==> config.mk <==
export PLATFORM = sky130hd
export DESIGN_NAME = seg7_scan_driver
export DESIGN_NICKNAME = d
export VERILOG_FILES = /design/src/rtl/seg7_scan_driver.sv
export SDC_FILE = /design/constraint.sdc
export NUM_CORES = 1
export LEC_CHECK = 0
export CORE_UTILIZATION = 35
export CTS_CLUSTER_SIZE = 25
export DETAILED_ROUTE_END_ITERATION = 8
export GPL_TIMING_DRIVEN = 0
export SLEW_MARGIN = 20
export SYNTH_ARGS = -nofsm -noshare
export SYNTH_HDL_FRONTEND = slang
export SYNTH_SLANG_ARGS = --single-unit
export TNS_END_PERCENT = 100
==> constraint.sdc <==
create_clock -name clk -period 2.8 [get_ports clk]
set_input_delay 0.7 -clock clk [delete_from_list [all_inputs] [get_ports clk]]
set_output_delay 0.7 -clock clk [all_outputs]
set_load 0.1 [all_outputs]
==> src/rtl/seg7_scan_driver.sv <==
// seg7_scan_driver: multiplexed 7-segment display scanner.
// A prescaler times each digit slot. A digit index walks the digits in turn.
// A frame counter drives the blink phase. Held digit data is decoded, then
// overridden by lamp test, blink and leading-zero blanking, and registered
// onto seg/dp/an with the selected output polarity.
module seg7_scan_driver #(
  parameter int NUM_DIGITS   = 4,
  parameter int SCAN_DIV     = 50000,
  parameter int BLINK_FRAMES = 64,
  parameter bit ACTIVE_LOW   = 1'b1
) (
  input  logic                    clk,
  input  logic                    rst_n,
  input  logic [4*NUM_DIGITS-1:0] bcd_in,
  input  logic                    load,
  input  logic [NUM_DIGITS-1:0]   dp_in,
  input  logic [NUM_DIGITS-1:0]   blink_en,
  input  logic                    blank_lz,
  input  logic                    lamp_test,
  output logic [6:0]              seg,
  output logic                    dp,
  output logic [NUM_DIGITS-1:0]   an,
  output logic                    frame_done
);

  localparam int PW = (SCAN_DIV > 1) ? $clog2(SCAN_DIV) : 1;
  localparam int IW = (NUM_DIGITS > 1) ? $clog2(NUM_DIGITS) : 1;
  localparam int FW = (BLINK_FRAMES > 1) ? $clog2(BLINK_FRAMES) : 1;
  localparam logic [PW-1:0] PRESC_LAST = PW'(SCAN_DIV - 1);
  localparam logic [IW-1:0] IDX_LAST   = IW'(NUM_DIGITS - 1);
  localparam logic [FW-1:0] FRAME_LAST = FW'(BLINK_FRAMES - 1);
  localparam logic          POL        = ACTIVE_LOW;

  // Hex digit to segments, active-high, bit 6 = a ... bit 0 = g.
  function automatic logic [6:0] hex_decode(input logic [3:0] code);
    logic [6:0] s;
    case (code)
      4'h0: s = 7'h7E;
      4'h1: s = 7'h30;
      4'h2: s = 7'h6D;
      4'h3: s = 7'h79;
      4'h4: s = 7'h33;
      4'h5: s = 7'h5B;
      4'h6: s = 7'h5F;
      4'h7: s = 7'h70;
      4'h8: s = 7'h7F;
      4'h9: s = 7'h7B;
      4'hA: s = 7'h77;
      4'hB: s = 7'h1F;
      4'hC: s = 7'h4E;
      4'hD: s = 7'h3D;
      4'hE: s = 7'h4F;
      default: s = 7'h47;
    endcase
    return s;
  endfunction

  logic [PW-1:0]           presc_p0;
  logic [IW-1:0]           idx_p0;
  logic [FW-1:0]           frame_cnt;
  logic                    blink_phase;
  logic [4*NUM_DIGITS-1:0] bcd_q;
  logic [NUM_DIGITS-1:0]   dp_q;
  logic [NUM_DIGITS-1:0]   blink_q;

  logic                    slot_end;
  logic                    frame_end;
  logic [NUM_DIGITS-1:0]   lz_mask;
  logic                    zero_run;
  logic [3:0]              code_p0;
  logic                    dp_req_p0;
  logic                    blink_req_p0;
  logic                    lz_req_p0;
  logic [NUM_DIGITS-1:0]   an_hi_p0;
  logic [6:0]              seg_hi_p0;
  logic                    dp_hi_p0;

  assign slot_end  = (presc_p0 == PRESC_LAST);
  assign frame_end = slot_end && (idx_p0 == IDX_LAST);

  // Slot prescaler, digit index, frame counter, blink phase and frame pulse.
  always_ff @(posedge clk or negedge rst_n) begin
    if (!rst_n) begin
      presc_p0    <= '0;
      idx_p0      <= '0;
      frame_cnt   <= '0;
      blink_phase <= 1'b0;
      frame_done  <= 1'b0;
    end else begin
      frame_done <= frame_end;
      if (slot_end) begin
        presc_p0 <= '0;
        idx_p0   <= (idx_p0 == IDX_LAST) ? '0 : idx_p0 + 1'b1;
      end else begin
        presc_p0 <= presc_p0 + 1'b1;
      end
      if (frame_end) begin
        if (frame_cnt == FRAME_LAST) begin
          frame_cnt   <= '0;
          blink_phase <= ~blink_phase;
        end else begin
          frame_cnt <= frame_cnt + 1'b1;
        end
      end
    end
  end

  // Holding registers for the displayed data, refreshed on every load clock.
  always_ff @(posedge clk or negedge rst_n) begin
    if (!rst_n) begin
      bcd_q   <= '0;
      dp_q    <= '0;
      blink_q <= '0;
    end else if (load) begin
      bcd_q   <= bcd_in;
      dp_q    <= dp_in;
      blink_q <= blink_en;
    end
  end

  // Leading-zero mask: a digit qualifies when it and all higher digits are zero; the LSD never does.
  always_comb begin
    zero_run = 1'b1;
    lz_mask  = '0;
    for (int i = NUM_DIGITS - 1; i >= 0; i--) begin
      zero_run   = zero_run && (bcd_q[4*i +: 4] == 4'h0);
      lz_mask[i] = zero_run && (i != 0);
    end
  end

  // Select the active digit's data and resolve lamp test > blink > blanking > decode.
  always_comb begin
    code_p0      = 4'h0;
    dp_req_p0    = 1'b0;
    blink_req_p0 = 1'b0;
    lz_req_p0    = 1'b0;
    an_hi_p0     = '0;
    for (int i = 0; i < NUM_DIGITS; i++) begin
      if (idx_p0 == IW'(i)) begin
        code_p0      = bcd_q[4*i +: 4];
        dp_req_p0    = dp_q[i];
        blink_req_p0 = blink_q[i];
        lz_req_p0    = lz_mask[i];
        an_hi_p0[i]  = 1'b1;
      end
    end
    if (lamp_test) begin
      seg_hi_p0 = 7'h7F;
      dp_hi_p0  = 1'b1;
    end else if (blink_phase && blink_req_p0) begin
      seg_hi_p0 = 7'h00;
      dp_hi_p0  = 1'b0;
    end else if (blank_lz && lz_req_p0) begin
      seg_hi_p0 = 7'h00;
      dp_hi_p0  = 1'b0;
    end else begin
      seg_hi_p0 = hex_decode(code_p0);
      dp_hi_p0  = dp_req_p0;
    end
  end

  // Registered display outputs with the configured polarity; all dark in reset.
  always_ff @(posedge clk or negedge rst_n) begin
    if (!rst_n) begin
      seg <= {7{POL}};
      dp  <= POL;
      an  <= {NUM_DIGITS{POL}};
    end else begin
      seg <= seg_hi_p0 ^ {7{POL}};
      dp  <= dp_hi_p0 ^ POL;
      an  <= an_hi_p0 ^ {NUM_DIGITS{POL}};
    end
  end

endmodule

# ---- Yosys cells after proc, flatten, opt, wreduce, memory -nomap -nowiden
# Memory sizes are Yosys's and may differ from the RTL's.
# Index checks and enable logic that the tools add are counted.
dict set report op_classes {
  n_mux 28
  bitwise 4
  reduce_logical 10
  addsub 3
  n_eq_ne 5
}
# op count
set op_table {}
lappend op_table {{$mux 7} 3}
lappend op_table {{$mux 1} 18}
lappend op_table {{$add 16x1->16 const B} 1}
lappend op_table {{$eq 16x16->1 const B} 1}
lappend op_table {{$mux 16} 1}
lappend op_table {{$mux 4} 4}
lappend op_table {{$logic_not 4->1} 3}
lappend op_table {{$not 7->7} 1}
lappend op_table {{$add 6x1->6 const B} 1}
lappend op_table {{$eq 6x6->1 const B} 1}
lappend op_table {{$mux 6} 1}
lappend op_table {{$logic_and 1x1->1} 5}
lappend op_table {{$eq 2x2->1 const B} 2}
lappend op_table {{$not 4->4} 1}
lappend op_table {{$add 2x1->2 const B} 1}
lappend op_table {{$eq 2x1->1 const B} 1}
lappend op_table {{$logic_not 2->1} 1}
lappend op_table {{$mux 2} 1}
lappend op_table {{$not 1->1} 2}
lappend op_table {{$reduce_and 2->1} 1}
dict set report word_totals {
  word_cells 62
  reg_bits 62
  out_inout_bits 13
  n_memories 1
  rom_bits 112
}
# memory words word_bits read_ports rd_ports_with_merged_regs wr line_no
set memory_table {}
lappend memory_table {{(name not given)} 16 7 1 0 0 37} ;# case (code)

# ---- Longest topological paths before layout
# Gate-level depths: netlist of the first run.
dict set report depth {
  word_depth 11
  depth_mapped 11
  depth_no_buf 10
}

# ---- Worst setup path after synthesis of the first run
# No wires, ideal clock.
dict set report synth_path {
  kind {reg2reg}
  start {register idx_p0[0]}
  end {register seg[3]}
  setup_ns 0.099
  arrival_ns 2.048
  n_path_buf 1
  t_required_ns 2.701
  stages_incl_launch_ff 11
  path_slack_ns 0.653
  cell_sequence {dfrtp_1 ha_1 clkbuf_8 inv_1 o22ai_1 nor2_1 inv_1 ha_1 a21boi_0 a22o_1 a21oi_1}
}
dict set report synth_via {
  elab_chain_cells 10
  elab_cells_between_ends 22
  classes_between {eq/ne: 3; mux: 14; bitwise: 1; reduce/logical: 3; memory: 1}
}
# item line_no
set synth_rtl {}
lappend synth_rtl {{start, declared} 59} ;# logic [IW-1:0] idx_p0;
lappend synth_rtl {{start signal, assigned} 93} ;# idx_p0 <= (idx_p0 == IDX_LAST) ? '0 : idx_p0 + 1'b1;
lappend synth_rtl {{$logic_not 2->1} 139} ;# if (idx_p0 == IW'(i)) begin
lappend synth_rtl {{$mux 4 (4 in a row)} 139}
lappend synth_rtl {{$mem_v2 16x7} --}
lappend synth_rtl {{$mux 7} 153} ;# end else if (blank_lz && lz_req_p0) begin
lappend synth_rtl {{$mux 7 *} 150} ;# end else if (blink_phase && blink_req_p0) begin
lappend synth_rtl {{$mux 7 *} 147} ;# if (lamp_test) begin
lappend synth_rtl {{$not 7->7 (no line) *} --}
lappend synth_rtl {{end signal, assigned} 165} ;# seg <= {7{POL}};
lappend synth_rtl {{end signal, assigned} 169} ;# seg <= seg_hi_p0 ^ {7{POL}};
lappend synth_rtl {{end, declared} 20} ;# output logic [6:0] seg,
# Every way passes the cells marked *; elsewhere a longest branch is shown, timed or not.
# A chain may end at the register's enable or synchronous reset.

# ---- Worst setup path after layout of the first run
dict set report layout_path {
  start {register an[0]}
  end {output port an[0]}
}
# item line_no
set layout_lines {}
lappend layout_lines {{start, declared} 22} ;# output logic [NUM_DIGITS-1:0] an,
lappend layout_lines {{start signal, assigned} 167} ;# an <= {NUM_DIGITS{POL}};
lappend layout_lines {{start signal, assigned} 171} ;# an <= an_hi_p0 ^ {NUM_DIGITS{POL}};
# No word-level cell between the ends.

==> results of run 1 <==
==> per-stage QoR <==
| stage | total power, mW | TNS (ps) | instance area (um^2) | cells |
|---|---|---|---|---|
| after floorplan | 1.195 | 0 | 2990 | 260 |
| final | 1.971 | 0 | 3705 | 421 |
| after CTS | 2.004 | 0 | 3705 | 421 |
| after global placement | 1.297 | -50520 | 3512 | 404 |
| after detailed placement | 1.307 | 0 | 3537 | 405 |
| after global routing | 2.068 | 0 | 3705 | 421 |
==> layout by cell type (no fill, tap or decap), drive strengths merged, types with 5 or more instances in the layout <==
cell           instances
dfrtp                 50
clkdlybuf4s50         38
mux2                  27
nand2                 18
clkbuf                18
nor2                  17
a21oi                 16
ha                    12
dfstp                 12
nand3                 10
inv                    9
xor2                   9
nor3                   7
o21ai                  7
xnor2                  7
nor2b                  5
o31ai                  5
buf                    5
==> per-layer routing <==
layer	track usage	share of wire	up-vias
li1	-	-	1033
met1	0.1818	0.46	1029
met2	0.2301	0.48	43
met3	0.05314	0.044	11
met4	0.05769	0.015	0
met5	0	0	-
==> power groups by stage <==
stage	combinational (mW)	sequential (mW)	clock, mW
2_1_floorplan	0.116	1.08	0
3_3_place_gp	0.304	0.993	0
3_5_place_dp	0.312	0.995	0
4_1_cts	0.314	0.978	0.712
5_1_grt	0.333	0.982	0.752
6_report	0.310	0.977	0.684
==> path summary, 6_finish.rpt <==
| kind | end | start | slack [ps] | cells after the start |
|---|---|---|---|---|
| max in group asynchronous | an[3] | rst_n | 2020 | 2 |
| setup / recovery | an[0] | an[0] | 110 | 1 |
| hold / removal | bcd_q[6] | rst_n | 210 | 1 |
| hold reg to reg | frame_cnt[4] | frame_cnt[4] | 470 | 1 |
| min in group clk | frame_cnt[4] | frame_cnt[4] | 470 | 1 |
| setup reg to reg | seg[5] | idx_p0[0] | 230 | 10 |
==> synthesized netlist by cell type (2+ instances only) <==
master,count
nor3_1,7
inv_1,9
nor2_1,16
o211ai_1,2
ha_1,12
and3_1,3
nor3b_1,2
nand3_1,9
o21ai_0,7
a22oi_1,2
xnor2_1,7
dfrtp_1,50
o31ai_1,5
a221oi_1,2
xor2_1,9
nor2b_1,5
or3_1,3
nand2_1,18
or4bb_1,2
nand3b_1,2
nand4_1,3
nor4_1,2
a311oi_1,2
dfstp_2,12
mux2_2,27
clkbuf_1,5
a21oi_1,16
==> registers in the layout, summed over array words and instances (netlist names) <==
| name | cells |
|---|---|
| frame_done | 1 |
| seg | 7 |
| an | 4 |
| dp_q | 4 |
| bcd_q | 16 |
| frame_cnt | 6 |
| blink_phase | 1 |
| idx_p0 | 2 |
| blink_q | 4 |
| presc_p0 | 16 |
| dp | 1 |
==> kinds of logic after synthesis <==
family                   count (synthesis)
AND/OR/NAND/NOR                         80
flip-flops                              62
AO/OA/AOI/OAI                           44
multiplexers                            28
buffers and inverters                   18
XOR/XNOR                                16
adder cells (fa/ha/maj)                 12
==> layout make-up <==
class                   count  area, um^2  share of cell area
clock buffers              12       145.1             0.03918
inverters                   9       33.78            0.009119
clock inverters             4       22.52            0.006079
well taps                 105       131.4             0.03546
flip-flops and latches     62        1567              0.4228
multi-input cells         180        1341              0.3620
plain buffers               9       48.80             0.01317
repair buffers             40       415.4              0.1121
==> impl_metrics.tcl, run 1 <==
set metrics [dict create \
    p_leak_nw 1.561 \
    hpwl_um 4333 \
    synthCells 260 \
    async_flop_share 1.000 \
    p_per_area_mw_per_mm2 531.9 \
    synth_fa_ha_area_frac 0.05021 \
    yosys.area_share.simple 0.1506 \
    io_pins 42 \
    synth-seq-cells 62 \
    dr_total_vias 2116 \
    critPathSlowestCell "clkdlybuf4s50_1" \
    peakVddDrop_uv 239.9 \
    viasPerCell 5.026 \
    synth-edff-count 0 \
    synth_compound_area_frac 0.09582 \
    end_kind "output port" \
    totalWireLength_um 6022 \
    yosysUniqueCellTypes 48 \
    synth_top_cell_area_share 0.4184 \
    min_path_type "in -> async" \
    min_period_ps 2685 \
    synth_top_family_by_area "simple AND/OR/NAND/NOR gates" \
    firstDrtPassIters 4 \
    fin_crit_sh 0.9591 \
    rows 33 \
    maxSlewHeadroom 0.3549 \
    postCtsSetupBuffers 0 \
    startpoint_type "register" \
    coreArea_mm2 0.008258 \
    nets 352 \
    cts_tree "built" \
    status "completed" \
    fin_ws_ps 114.6 \
    drv_slew 0 \
    p_clk_frac 0.347 \
    htreeDepth 3 \
    maxCapViolCount 0 \
    required_ps 2100 \
    muxShareOfSynthArea 0.1050 \
    hold-worst-slack_ps 214.3 \
    root_buffer "clkbuf_8" \
    start_util 0.3621 \
    antenna_found_initial 0 \
    p_int_mw 1.419 \
    yosysSeqAreaShare 0.5238 \
    cts_hold_buffers 0 \
    cts_resized 0 \
    synth_top_area_cell "dfrtp_1" \
    dieHeight_um 94.44 \
    cp_cell_sequence "clkdlybuf4s50_1" \
    grt_overflow_total 0 \
    syn_to_final_growth_pct 23.89 \
    arrival_ps 1990 \
    power_frac_comb 0.158 \
    synth_area_mm2 0.002990 \
    grt_max_degree 47 \
    grt_usage 0.1461 \
    ys_warn_count 0 \
    report.final.setup_viol 0 \
    wire_per_inst_um 14.30 \
    p_sw_mw 0.5515 \
    path_delay_family "buffers and inverters" \
    antenna_left 0 \
    tightestPinTransition_ps 961.1 \
    fin_worst_skew_ps 9.707 \
    drc 0 \
    finalHoldViolCount 0 \
    synth-xor-area-share 0.04686 \
    clock_sinks 62 \
    num_antenna_cells 0 \
    drive_gt1_frac 0.2057 \
    fin_util 0.4486 \
    synth_flop_cell "dfrtp_1" \
    slowest_delay_ps 1120 \
    drtIter0Drc 77 \
    numPortBuffers 39 \
    clockBufferDepth 2 \
    crit_fanout 1 \
    dpl_worst_slack_ps 243.7 \
    grt_pass1_vias 2024 \
    fill_cells 804 \
    grt_setup_unrepaired "false" \
    gp_congestion 0.8227 \
    grt_pass1_wl_um 9818 \
    syn_avg_cell_area_um2 11.50 \
    fmax_mhz 372.4 \
    clk_latency_ps 340 \
    timing_worst_setup_path_type "reg -> out" \
    die_w_um 94.44 \
    switching_share 0.2799 \
    p_seq_frac 0.496 \
    clkTransAtPathRegs_ps 70 \
    cts_buffers 9 \
    critical_path_buf_inv_count 1 \
    synth_area_leaders "dfrtp_1 (42%), dfstp_2 (11%), mux2_2 (10%)" \
    synth_nets 301 \
    die-area_mm2 0.008918 \
]
No activity file was read; power rests on OpenSTA's default activity.
==> inputs of run 2 (changes only) <==
--- a/config.mk
+++ b/config.mk
@@ -9,6 +9,7 @@
 export CTS_CLUSTER_SIZE = 25
 export DETAILED_ROUTE_END_ITERATION = 8
 export GPL_TIMING_DRIVEN = 0
+export PLACE_DENSITY = 0.59
 export SLEW_MARGIN = 20
 export SYNTH_ARGS = -nofsm -noshare
 export SYNTH_HDL_FRONTEND = slang
==> run 2 against run 1 <==
Against the previous run: utilization is 0.98 points higher; critical path depth unchanged; critical path type unchanged; flip-flop and latch count did not move; largest cell class unchanged; final cell count stayed put; non-clock buffer count did not move; register-to-register slack better by 40 ps; clock power is 43% higher; maximum frequency down 0.38%; sequential share of layout area down 0.91 points; power grew 15%.
==> impl_metrics.tcl, run 2 (synthesis gave the netlist of run 1 again) <==
set metrics [dict create \
    fill_cells 804 \
    cts_hold_buffers 0 \
    drive_gt1_frac 0.2057 \
    cp_cell_sequence "clkdlybuf4s50_1" \
    die_w_um 94.44 \
    final_area_mm2 0.003786 \
    route.met3.wl_um 294 \
    p_sw_mw 0.5452 \
    htreeDepth 3 \
    fin_crit_sh 0.9627 \
    rows 33 \
    grt_max_degree 49 \
    clk_latency_ps 330 \
    dr.max_layer_used "met4" \
    p_leak_nw 1.598 \
    multi_input_area_mm2 0.001341 \
    reg2reg_depth 7 \
    start_util 0.3621 \
    cts_buffers 9 \
    peakVddDrop_uv 424.7 \
    wl_met2_um 2848 \
    clockBufferDepth 2 \
    cts_resized 0 \
    dieHeight_um 94.44 \
    fin_worst_skew_ps 8.115 \
    fin_setup_tns_ps 0 \
    grt_setup_unrepaired "false" \
    timing_worst_setup_path_type "reg -> out" \
    numPortBuffers 39 \
    p_clk_frac 0.432 \
    p_int_mw 1.719 \
    path_delay_family "buffers and inverters" \
    coreArea_mm2 0.008258 \
    slowest_delay_ps 1140 \
    finalHoldViolCount 0 \
    nets 352 \
    fin_ws_ps 104.4 \
    required_ps 2100 \
    antenna_left 0 \
    grt_overflow_total 0 \
    final_common_cell "dfrtp_1" \
    drtIter0Drc 101 \
    cts_tree "built" \
    grt_pass1_wl_um 9770 \
    root_buffer "clkbuf_8" \
    clkTransAtPathRegs_ps 70 \
    power_mw 2.264 \
    drc 0 \
    status "completed" \
    met1_length_um 2738 \
    startpoint_type "register" \
    switching_share 0.2408 \
    grt_pass1_vias 2013 \
    io_pins 42 \
    antenna_found_initial 0 \
    fin_util 0.4585 \
    hpwl_um 4266 \
    maxSlewHeadroom 0.3405 \
    dpl_worst_slack_ps 277.8 \
    gp_congestion 0.7671 \
    p_seq_frac 0.432 \
    postCtsSetupBuffers 0 \
    p_per_area_mw_per_mm2 598.1 \
    min_path_type "in -> async" \
    maxCapViolCount 0 \
    end_kind "output port" \
    rrSetupSlack_ps 270 \
    fmax_mhz 371.0 \
    reg.largest.list "bcd_q x16, presc_p0 x16, seg x7" \
    r2r_end "seg[0]" \
    viasPerCell 4.952 \
    arrival_ps 2000 \
    totalWireLength_um 5918 \
    tightestPinTransition_ps 986.2 \
    seqCellArea_mm2 0.001567 \
    report.final.setup_viol 0 \
    die-area_mm2 0.008918 \
    crit_fanout 1 \
    fin_cells 421 \
    wire_per_inst_um 14.06 \
    num_antenna_cells 0 \
    clock_sinks 62 \
    firstDrtPassIters 4 \
    drv_slew 0 \
    final_cell_mix "dfrtp_1 (50), clkdlybuf4s50_1 (38), mux2_2 (27), nand2_1 (18)" \
    power_frac_comb 0.136 \
    syn_to_final_growth_pct 26.61 \
    dr_total_vias 2085 \
    cp.depth 1 \
    grt_usage 0.1451 \
    timing.rr.start "idx_p0[0]" \
    hold-worst-slack_ps 215.0 \
    critPathSlowestCell "clkdlybuf4s50_1" \
    dp_cells 405 \
    dpl_cell_area_mm2 0.003537 \
    min_period_ps 2696 \
    critical_path_buf_inv_count 1 \
]
## run 2: cell types whose count changed in the layout (fill, tap and decap cells not counted), sizes merged
cell / change
bufinv: +3
clkbuf: +1
clkinv: -3
clkinvlp: -1
## run 2: cell type report
type / instances / share of cell area
Clock inverter: 3 / 0.02379
Tap cell: 105 / 0.03470
Buffer: 9 / 0.01289
Timing Repair Buffer: 40 / 0.1097
Multi-Input combinational cell: 180 / 0.3543
Clock buffer: 13 / 0.04197
Sequential cell: 62 / 0.4137
Inverter: 9 / 0.008923
## run 2: layer usage
layer  vias to the layer above  global-route usage
met2                        48              0.2325
met3                         4             0.04670
met5                         -                   0
li1                       1034                   -
met4                         0             0.05385
met1                       999              0.1823
## run 2: worst max path at each step
| stage | from | end | slack, ps |
|---|---|---|---|
| final | an[0] | an[0] | 100 |
| after global routing | idx_p0[0] | seg[5] | 40 |
| after CTS | an[0] | an[0] | 70 |
| after detailed placement | idx_p0[0] | seg[0] | 280 |
| after global placement | rst_n | bcd_q[12] | -980 |
| after floorplan | idx_p0[0] | seg[3] | 650 |
## run 2: power by group through the flow
stage | registers, mW | logic, mW | clock network, mW
3_5_place_dp | 0.995 | 0.311 | 0
2_1_floorplan | 1.08 | 0.116 | 0
6_report | 0.977 | 0.308 | 0.979
3_3_place_gp | 0.993 | 0.304 | 0
5_1_grt | 0.983 | 0.332 | 1.04
4_1_cts | 0.978 | 0.312 | 1.01
